`src/rtl/clock_set_ctrl.sv`:
```
// Time-setting and count-enable controller for the 24-hour clock: debounced
// MODE/SET buttons, RUN/SET_HOUR/SET_MIN mode FSM, auto-repeat and blink.

module clock_set_ctrl_debounce #(
    parameter int DEB_CNT = 20000
) (
    input  logic CLK,
    input  logic RST,
    input  logic btn_raw,
    output logic level
);
    localparam int CW = (DEB_CNT > 1) ? $clog2(DEB_CNT) : 1;
    localparam logic [CW-1:0] CNT_LAST = CW'(DEB_CNT - 1);

    logic          sync1_q, sync1_d;
    logic          sync2_q, sync2_d;
    logic [CW-1:0] cnt_q, cnt_d;
    logic          level_q, level_d;

    // NOTE: every signal written here gets a default first, so no path can infer a latch.
    always_comb begin
        sync1_d = btn_raw;
        sync2_d = sync1_q;
        cnt_d   = '0;
        level_d = level_q;
        if (sync2_q != level_q) begin
            // The level flips on the cycle the counter would reach DEB_CNT.
            if (cnt_q == CNT_LAST) begin
                level_d = sync2_q;
            end else begin
                cnt_d = cnt_q + 1'b1;
            end
        end
    end

    // NOTE: sequential state uses non-blocking assignments so every flop samples pre-edge values.
    always_ff @(posedge CLK or posedge RST) begin
        if (RST) begin
            sync1_q <= 1'b0;
            sync2_q <= 1'b0;
            cnt_q   <= '0;
            level_q <= 1'b0;
        end else begin
            sync1_q <= sync1_d;
            sync2_q <= sync2_d;
            cnt_q   <= cnt_d;
            level_q <= level_d;
        end
    end

    assign level = level_q;
endmodule

module clock_set_ctrl #(
    parameter int DEB_CNT = 20000,
    parameter int RPT_DLY = 2
) (
    input  logic       CLK,
    input  logic       RST,
    input  logic       SEC_TICK,
    input  logic       HALF_TICK,
    input  logic       MODE_BTN,
    input  logic       SET_BTN,
    input  logic       SEC_CO,
    input  logic       MIN_CO,
    output logic       SEC_EN,
    output logic       SEC_CLR,
    output logic       MIN_EN,
    output logic       MIN_INC,
    output logic       HOUR_EN,
    output logic       HOUR_INC,
    output logic [1:0] MODE,
    output logic       BLINK_H,
    output logic       BLINK_M
);
    typedef enum logic [1:0] {
        MODE_RUN      = 2'b00,
        MODE_SET_HOUR = 2'b01,
        MODE_SET_MIN  = 2'b10
    } mode_e;

    localparam int RW = $clog2(RPT_DLY + 1);
    localparam logic [RW-1:0] RPT_LAST = RW'(RPT_DLY);

    logic          mode_level, set_level;
    logic          mode_dly_q, mode_dly_d;
    logic          set_dly_q, set_dly_d;
    logic          mode_press, set_press;
    mode_e         mode_q, mode_d;
    logic          armed_q, armed_d;
    logic [RW-1:0] rpt_cnt_q, rpt_cnt_d;
    logic          inc_hour_q, inc_hour_d;
    logic          inc_min_q, inc_min_d;
    logic          sec_clr_q, sec_clr_d;
    logic          blink_q, blink_d;
    logic          in_set, rpt_fire, inc_evt;

    clock_set_ctrl_debounce #(.DEB_CNT(DEB_CNT)) u_mode_deb (
        .CLK     (CLK),
        .RST     (RST),
        .btn_raw (MODE_BTN),
        .level   (mode_level)
    );

    clock_set_ctrl_debounce #(.DEB_CNT(DEB_CNT)) u_set_deb (
        .CLK     (CLK),
        .RST     (RST),
        .btn_raw (SET_BTN),
        .level   (set_level)
    );

    // Mode FSM: state register.
    always_ff @(posedge CLK or posedge RST) begin
        if (RST) begin
            mode_q <= MODE_RUN;
        end else begin
            mode_q <= mode_d;
        end
    end

    // Mode FSM: next state, advanced only by a MODE press.
    always_comb begin
        mode_d = mode_q;
        if (mode_press) begin
            case (mode_q)
                MODE_RUN:      mode_d = MODE_SET_HOUR;
                MODE_SET_HOUR: mode_d = MODE_SET_MIN;
                default:       mode_d = MODE_RUN;
            endcase
        end
    end

    // Press detection, auto-repeat, INC/CLR pulses and blink phase.
    always_comb begin
        mode_dly_d = mode_level;
        set_dly_d  = set_level;
        mode_press = mode_level & ~mode_dly_q;
        set_press  = set_level & ~set_dly_q;
        in_set     = (mode_q != MODE_RUN);
        rpt_fire   = armed_q & set_level & HALF_TICK & (rpt_cnt_q == RPT_LAST);
        // A MODE press swallows any SET event in the same cycle.
        inc_evt    = in_set & ~mode_press & (set_press | rpt_fire);

        armed_d   = armed_q;
        rpt_cnt_d = rpt_cnt_q;
        if (mode_press || !set_level) begin
            armed_d   = 1'b0;
            rpt_cnt_d = '0;
        end else if (set_press) begin
            armed_d   = in_set;
            rpt_cnt_d = '0;
        end else if (armed_q && HALF_TICK && (rpt_cnt_q != RPT_LAST)) begin
            rpt_cnt_d = rpt_cnt_q + 1'b1;
        end

        inc_hour_d = inc_evt & (mode_q == MODE_SET_HOUR);
        inc_min_d  = inc_evt & (mode_q == MODE_SET_MIN);
        sec_clr_d  = mode_press & (mode_q == MODE_SET_MIN);

        blink_d = blink_q;
        if (mode_press || inc_evt) begin
            blink_d = 1'b1;
        end else if (HALF_TICK) begin
            blink_d = ~blink_q;
        end
    end

    always_ff @(posedge CLK or posedge RST) begin
        if (RST) begin
            mode_dly_q <= 1'b0;
            set_dly_q  <= 1'b0;
            armed_q    <= 1'b0;
            rpt_cnt_q  <= '0;
            inc_hour_q <= 1'b0;
            inc_min_q  <= 1'b0;
            sec_clr_q  <= 1'b0;
            blink_q    <= 1'b1;
        end else begin
            mode_dly_q <= mode_dly_d;
            set_dly_q  <= set_dly_d;
            armed_q    <= armed_d;
            rpt_cnt_q  <= rpt_cnt_d;
            inc_hour_q <= inc_hour_d;
            inc_min_q  <= inc_min_d;
            sec_clr_q  <= sec_clr_d;
            blink_q    <= blink_d;
        end
    end

    // Mode FSM: outputs. The SEC_CLR cycle blocks the carry chain.
    always_comb begin
        SEC_EN   = 1'b0;
        MIN_EN   = 1'b0;
        HOUR_EN  = 1'b0;
        BLINK_H  = 1'b1;
        BLINK_M  = 1'b1;
        MODE     = mode_q;
        SEC_CLR  = sec_clr_q;
        MIN_INC  = inc_min_q;
        HOUR_INC = inc_hour_q;
        case (mode_q)
            MODE_RUN: begin
                if (!sec_clr_q) begin
                    SEC_EN  = SEC_TICK;
                    MIN_EN  = SEC_TICK & SEC_CO;
                    HOUR_EN = SEC_TICK & SEC_CO & MIN_CO;
                end
            end
            MODE_SET_HOUR: BLINK_H = blink_q;
            MODE_SET_MIN:  BLINK_M = blink_q;
            default: ;
        endcase
    end
endmodule

```
`config.mk`:
```
export PLATFORM = sky130hd
export DESIGN_NAME = clock_set_ctrl
export DESIGN_NICKNAME = d
export VERILOG_FILES = /design/src/rtl/clock_set_ctrl.sv
export SDC_FILE = /design/constraint.sdc
export NUM_CORES = 1
export LEC_CHECK = 0
export ABC_AREA = 1
export CAP_MARGIN = 15
export CELL_PAD_IN_SITES_DETAIL_PLACEMENT = 0
export CELL_PAD_IN_SITES_GLOBAL_PLACEMENT = 1
export CORE_MARGIN = 5
export CORE_UTILIZATION = 41
export CTS_BUF_LIST = sky130_fd_sc_hd__clkbuf_4
export DETAILED_ROUTE_END_ITERATION = 10
export GPL_ROUTABILITY_DRIVEN = 0
export PLACE_DENSITY_LB_ADDON = 0.1
export SLEW_MARGIN = 30
export SYNTH_ARGS = -nofsm -noshare
export SYNTH_HDL_FRONTEND = slang
export SYNTH_SLANG_ARGS = --single-unit
```
`constraint.sdc`:
```
create_clock -name CLK -period 1.2 [get_ports CLK]
set_input_delay 0.18 -clock CLK [delete_from_list [all_inputs] [get_ports CLK]]
set_output_delay 0.18 -clock CLK [all_outputs]
set_load 0.01 [all_outputs]
```
# [Yosys cells after proc, flatten, opt, wreduce, memory -nomap -nowiden]
# Cells that the tools add are included.
[word_totals] out_inout_bits=10 ff_bits=47 word_cells=77
[op_classes] bitwise=17 n_reduce_logical=12 muxes=20 eq_ne=8 n_addsub=3
[op_table] operator="15-bit 2-to-1 mux" n=4
[op_table] operator="15-bit by 1-bit adder with 15-bit output, second input constant" n=2
[op_table] operator="15-bit equality test, second input constant" n=2
[op_table] operator="1-bit AND" n=12
[op_table] operator="1-bit 2-to-1 mux" n=12
[op_table] operator="2-bit 2-to-1 mux" n=3
[op_table] operator="2-bit nonzero test" n=3
[op_table] operator="2-bit equality test, second input constant" n=2
[op_table] operator="1-bit NOT" n=4
[op_table] operator="2-bit one-hot mux with 2 select lines" n=1
[op_table] operator="2-bit AND reduction" n=2
[op_table] operator="3-bit nonzero test" n=1
[op_table] operator="2-bit by 1-bit adder with 2-bit output, second input constant" n=1
[op_table] operator="2-bit by 1-bit equality test with 1-bit output, second input constant" n=1
[op_table] operator="1-bit logical AND" n=2
[op_table] operator="2-bit logical NOT" n=1
[op_table] operator="1-bit logical OR" n=2
[op_table] operator="1-bit inequality test" n=2
[op_table] operator="2-bit inequality test, second input constant" n=1
[op_table] operator="1-bit logical NOT" n=1
[op_table] operator="1-bit OR" n=1

# [Depth between registers and ports, before layout]
# Gate-level depths: netlist of run 1.
[depth] ltp_word=7 mapped_depth=8 depth_no_buf=8

# [By module]
# A second synthesis of run 1 with hierarchy kept.
[hier_totals] hier_cells=293 area_unflattened_um2=2492.4
[by_module_without_submodules] module="clock_set_ctrl_debounce" cells_per_inst=115 seq_area_each_um2=450.4 area_each_um2=972.2 instances=2
[by_module_without_submodules] module="clock_set_ctrl" cells_per_inst=63 seq_area_each_um2=276.5 area_each_um2=548.0 instances=1

# [Worst setup path before layout of run 1]
# Ideal clock, no wire load.
[synth_timing] path_type="register to output" from="reg mode_q[1], in the netlist MODE[1]" to="out HOUR_EN" arrival_time_ns=1.101 stages_incl_launch_ff=5 path_slack_ns=-0.081 required_ns=1.020 path_cell_list="dfrtp_1 nor2_1 nand2_1 nor2_1 and3_1"
[synth_between] elab_chain_len=2
[synth_rtl] item="start, declared" line="89" source="mode_e mode_q, mode_d;"
[synth_rtl] item="start signal, assigned" line="117" source="mode_q <= mode_d;"
[synth_rtl] item="2-bit logical NOT" line="201" source="case (mode_q)"
[synth_rtl] item="1-bit 2-to-1 mux" line="201"
[synth_rtl] item="end, declared" line="70" source="output logic HOUR_EN,"
# Every way passes these cells.

# [Worst setup path in the final report of run 1]
[layout_timing] from="reg mode_q[0], in the netlist MODE[0]" to="out HOUR_EN"
# The elaborated chain is that of the path after synthesis.

==> results of run 1 <==
-- synthesized netlist by cell type --
master and count:
nand2_1 54, a31oi_1 1, and3_1 2, inv_1 26, a21oi_1 8, nor3_2 2
o21a_1 1, xor2_1 10, nor2_2 6, nand2_2 3, xnor2_1 2, dfrtp_1 46
nor3_1 3, xnor2_2 1, or2_2 1, nand3_2 1, xor2_2 1, inv_2 1
nor2_4 4, o21bai_2 1, o21ai_0 6, nand2_4 2, nand3_1 16, a31o_2 1
ha_1 3, nor3b_1 3, nor2_1 56, o21bai_1 1, nand4_1 6, dfstp_2 1
-- per-layer routing --
metal  up-vias  part of all wire (%)
met5         -                     0
met4         0                   1.5
met3         7                   4.9
met2        40                    45
met1       922                    48
li1       1000                     -
-- state kept, by name, summed over array words and instances (netlist names) --
signal and flops:
HOUR_INC 1, MIN_INC 1, MODE 2, SEC_CLR 1, armed_q 1, blink_q 1
mode_dly_q 1, rpt_cnt_q 2, set_dly_q 1, u_mode_deb.cnt_q 15, u_mode_deb.level 1, u_mode_deb.sync1_q 1
u_mode_deb.sync2_q 1, u_set_deb.cnt_q 15, u_set_deb.level 1, u_set_deb.sync1_q 1, u_set_deb.sync2_q 1
-- worst max path at each step --
stage                                   from                  end  slack, ns
after global placement              SEC_TICK              HOUR_EN      -0.44
final                                MODE[0]              HOUR_EN      -0.31
after global routing                 MODE[0]              HOUR_EN      -0.40
after detailed placement            SEC_TICK              HOUR_EN      -0.45
after CTS                            MODE[1]              HOUR_EN      -0.34
after floorplan           u_set_deb.cnt_q[0]  u_set_deb.cnt_q[10]      -0.05
-- final cells by class --
class / instances / area, µm²
Sequential cell: 47 / 1180
Inverter: 27 / 110
Fill cell: 506 / 2220
Clock inverter: 1 / 5.00
Multi-Input combinational cell: 195 / 1260
Clock buffer: 7 / 52.6
Timing Repair Buffer: 65 / 549
Tap cell: 72 / 90.1
-- placed cells by master, fill, tap and decap left out, types with 3 or more instances in the layout --
cell type / netlist / layout
inv_2: 1 / 3
nand2_4: 2 / 5
nand2_2: 3 / 8
nand2_1: 54 / 46
nand3_4: 0 / 3
buf_6: 0 / 13
buf_4: 0 / 37
a21oi_1: 8 / 7
nor2_2: 6 / 10
clkdlybuf4s50_1: 0 / 7
nand4_1: 6 / 6
clkbuf_4: 0 / 7
inv_1: 26 / 22
xor2_1: 10 / 10
dfrtp_1: 46 / 43
nand3_1: 16 / 8
nor2_1: 56 / 44
nor2_4: 4 / 12
dfrtp_2: 0 / 3
buf_2: 0 / 6
nand3_2: 1 / 6
-- power by group --
part	internal (mW)	switching [mW]
clock network	0.275	0.497
registers	1.62	0.0232
logic	0.118	0.116
-- through the flow --
stage	cell area (µm²)	power, mW	setup WS, ns	hold WS, ns
after CTS	3040	2.67	-0.342	0.0365
after detailed placement	2890	1.87	-0.451	0.337
after global placement	2890	1.87	-0.444	0.334
after floorplan	2330	1.76	-0.0451	0.203
after global routing	3250	2.78	-0.399	0.0464
final	3250	2.64	-0.314	0.0515
-- critical path: stages, from the launching register on --
cell	delay [ns]
dfrtp_1	0.41
nor2_2	0.15
nand2_2	0.08
nor2_2	0.08
and3_1	0.14
buf_2	0.12
-- cell families (layout without fill, tap and decap cells) --
| kind of cell | count (synthesis) | in the layout | synth area share, % |
|---|---|---|---|
| buffers and inverters | 27 | 100 | 4.39 |
| DFF | 47 | 47 | 51.1 |
| AOI/OAI and AO/OA | 19 | 19 | 4.83 |
| and+or+nand+nor | 159 | 159 | 32.1 |
| adders and majority gates | 3 | 3 | 1.63 |
| xor gates and xnor gates | 14 | 14 | 5.97 |
-- what timing repair did --
action,CTS,global route
pin swaps,11,19
buffers inserted,3,9
gates resized for setup,68,43
endpoints found under the setup margin,34,44
==> reports/metrics.csv, run 1 <==
metric;value;unit
grt_use_met3;3.98;%
yosysSeqAreaShare;51.1;%
layoutNonFillerInstCount;414;
setup_violations;28;
violations;setup timing;
power.leakage;1.46;nW
worstMarginPinSlew;0.365;ns
critical_path.max_fanout;2;
cts_hold_buf;0;
coreArea;5470;µm²
htree_levels;2;
finalCritPeriodShare;126;%
use_met2;22.6;%
clock_latency;0.36;ns
cts_buffer_depth;2;
hold_viol_final;0;
critical_path_required;1.02;ns
clock-sinks;47;
reg2reg_depth;8;
r2r-end;u_mode_deb.cnt_q[12];
path_class;reg -> out;
fin_nets;352;
met1_usage;20.4;%
synth_top_area_share;49.9;%
grt_max_degree;29;
yosys.area.top_type;dfrtp_1;
syn-num-nets;280;
vias;1969;
grt_pass1_wl;8650;µm
via_per_inst;4.76;
dieArea;7220;µm²
rsz0062_at_grt;true;
timing.slew.headroom;75.6;%
min-delay-path-class;in -> async;
yosys_warnings;0;
power_density;813;nW/µm²
final.min_clock_period;1.51;ns
std_cell_rows;27;
antenna_cells;0;
grt_pass1_vias;1866;
area_delta_synth_final;41.1;%
first_pass_iters;6;
layout-drive-gt1-share;39.5;%
synth_area_leaders;dfrtp_1, nor2_1, nand2_1, inv_1, xor2_1;
drv_cap;0;
ys_types;30;
die_y;85.0;µm
portBuffers;17;
startpoint_type;flop;
ff2ff_setup_slack;-0.12;ns
detail-route-antenna-nets;0;
r2r_start;u_mode_deb.cnt_q[1];
pin_count;18;
drc;0;
cp-end-kind;primary output;
die_w;85.0;µm
place_hpwl;3610;µm
grt_use_total;14.7;%
synth-seq-cells;47;
fmax;661;MHz
max-vdd-ir-drop;0.600;mV
cts-root-buf;clkbuf_4;
netlist_area;2310;µm²
fin_setup_tns;-2.80;ns
setup_ws;-0.314;ns
fin_skew;0.00838;ns
cp.arrival;1.33;ns
cts_buffers;5;
wire_per_inst;12.2;µm
clkTransAtPathRegs;0.14;ns
place_inst;395;
busiest_layer;met2;
drt-initial-drc-count;87;
slew_violations;0;
wirelength;5050;µm
outcome;finished, violations left;
syn_avg_cell_area;8.57;µm²
overflow;0;
initial_core_util;42.1;%
antenna_found_initial;0;
synthCells;269;
final_util;59.4;%
cts_tree;built;
No activity file was read; power rests on OpenSTA's default activity.
==> run 2: changes to the inputs <==
--- a/config.mk
+++ b/config.mk
@@ -14,6 +14,7 @@
 export CTS_BUF_LIST = sky130_fd_sc_hd__clkbuf_4
 export DETAILED_ROUTE_END_ITERATION = 10
 export GPL_ROUTABILITY_DRIVEN = 0
+export MAX_ROUTING_LAYER = met4
 export PLACE_DENSITY_LB_ADDON = 0.1
 export SLEW_MARGIN = 30
 export SYNTH_ARGS = -nofsm -noshare
==> reports/metrics.csv, run 2 (synthesis results as in run 1) <==
metric;value;unit
power_density;811;nW/µm²
final_util;59.4;%
grt_use_total;15.2;%
fin_nets;352;
drt-initial-drc-count;82;
power.leakage;1.46;nW
rsz0062_at_grt;true;
initial_core_util;42.1;%
slowest_delay;0.41;ns
path_cells;nor2_2 > nand2_2 > nor2_2 > and3_1 > buf_2;
setup_ws;-0.313;ns
portBuffers;17;
layout_common_cells;nand2_1, nor2_1, dfrtp_1, buf_4, inv_1;
via_per_inst;4.74;
final.min_clock_period;1.51;ns
finalCritPeriodShare;126;%
fmax;661;MHz
vias;1963;
cp-end-kind;primary output;
multi_input_area;1260;µm²
detail-route-antenna-nets;0;
std_cell_rows;27;
path_class;reg -> out;
pin_count;18;
busiest_layer;met2;
clkTransAtPathRegs;0.13;ns
grt_use_met3;3.98;%
wirelength;5040;µm
first_pass_iters;6;
clock-sinks;47;
worstMarginPinSlew;0.365;ns
met1_usage;20.5;%
max-vdd-ir-drop;0.600;mV
cts_buffer_depth;2;
antenna_found_initial;0;
crit_top_cell;nor2_2;
die_w;85.0;µm
die_y;85.0;µm
use_met2;22.5;%
clock_latency;0.36;ns
hold_slack;0.0558;ns
grt_pass1_vias;1868;
dieArea;7220;µm²
drv_cap;0;
layout-drive-gt1-share;39.5;%
hold_viol_final;0;
timing.slew.headroom;75.6;%
place_hpwl;3610;µm
fillers;506;
wire_per_inst;12.2;µm
outcome;finished, violations left;
coreArea;5470;µm²
grt_max_degree;29;
slowest_stage;dfrtp_1;
violations;setup timing;
setup_violations;28;
top_regs;u_mode_deb.cnt_q: 15 flops, u_set_deb.cnt_q: 15 flops;
htree_levels;2;
cts-root-buf;clkbuf_4;
cp.arrival;1.33;ns
antenna_cells;0;
layout_commonest_cell;nand2_1;
final-seq-area;1180;µm²
slew_violations;0;
cts_buffers;5;
fin_skew;0.00589;ns
min-delay-path-class;in -> async;
drc;0;
cts_tree;built;
area_delta_synth_final;41.1;%
grt_pass1_wl;8650;µm
startpoint_type;flop;
critical_path_required;1.02;ns
overflow;0;
critical_path.max_fanout;2;
==> run 2: cell counts in the layout (fill, tap and decap cells not counted) <==
No cell type changed its count.
==> run 2: worst paths after layout <==
check,start,end,slack [ns],cells after the start
worst max-delay path,MODE[0],HOUR_EN,-0.31,5
worst min-delay path,RST,armed_q,0.06,2
worst max register to register,u_mode_deb.cnt_q[1],u_mode_deb.cnt_q[12],-0.12,8
worst min register to register,u_set_deb.sync1_q,u_set_deb.sync2_q,0.36,0
max in group asynchronous,RST,u_mode_deb.cnt_q[13],0.73,3
min in group CLK,SET_BTN,u_set_deb.sync1_q,0.24,1
==> run 2: per-layer routing <==
metal,vias up,part of all wire (%)
li1,999,-
met1,917,48
met2,40,46
met3,7,4.8
met4,0,1.4
met5,-,0
==> run 2: worst max-delay path: cells and delay by family, from the launching register on <==
family / cells / cell delay [ns]
AND/OR/NAND/NOR: 4 / 0.45
buffers and inverters: 1 / 0.12
flip-flops: 1 / 0.41
==> run 2: area by class of cell <==
cell class | count | share of cell area (%)
multi-input cells | 195 | 38.9
flip-flops and latches | 47 | 36.3
repair buffers | 65 | 16.9
inverters | 27 | 3.38
well taps | 72 | 2.77
clock buffers | 7 | 1.62
clock inverters | 1 | 0.154
==> run 2: timing repair <==
item | in CTS | in global routing
endpoints found under the setup margin | 34 | 44
hold endpoints to repair | 0 | 0
gates resized for setup | 68 | 43
hold buffers | 0 | 0
setup buffers | 3 | 9
pin swaps | 11 | 19
==> run 2: per-stage QoR <==
stage                     area, µm²  cells  power (mW)  TNS [ns]  setup slack, ns
after global routing           3250    414        2.78     -5.49           -0.399
final                          3250    414        2.64     -2.77           -0.313
after global placement         2890    395        1.87     -2.73           -0.444
after CTS                      3040    406        2.67     -3.08           -0.342
after floorplan                2330    269        1.76    -0.430          -0.0451
after detailed placement       2890    395        1.87     -3.21           -0.451
==> run 2: report_power, final <==
group	internal, mW	switching, mW	leakage, nW
clock	0.275	0.493	0.0361
sequential	1.62	0.0232	0.634
combinational	0.118	0.116	0.791
total	2.01	0.632	1.46
==> run 3: changes to the inputs <==
--- a/config.mk
+++ b/config.mk
@@ -12,6 +12,7 @@
 export CORE_MARGIN = 5
 export CORE_UTILIZATION = 41
 export CTS_BUF_LIST = sky130_fd_sc_hd__clkbuf_4
+export CTS_CLUSTER_DIAMETER = 30
 export DETAILED_ROUTE_END_ITERATION = 10
 export GPL_ROUTABILITY_DRIVEN = 0
 export MAX_ROUTING_LAYER = met4
==> results of run 3 <==
Same layout as run 2: the final DEF is identical, and so are final timing and power.
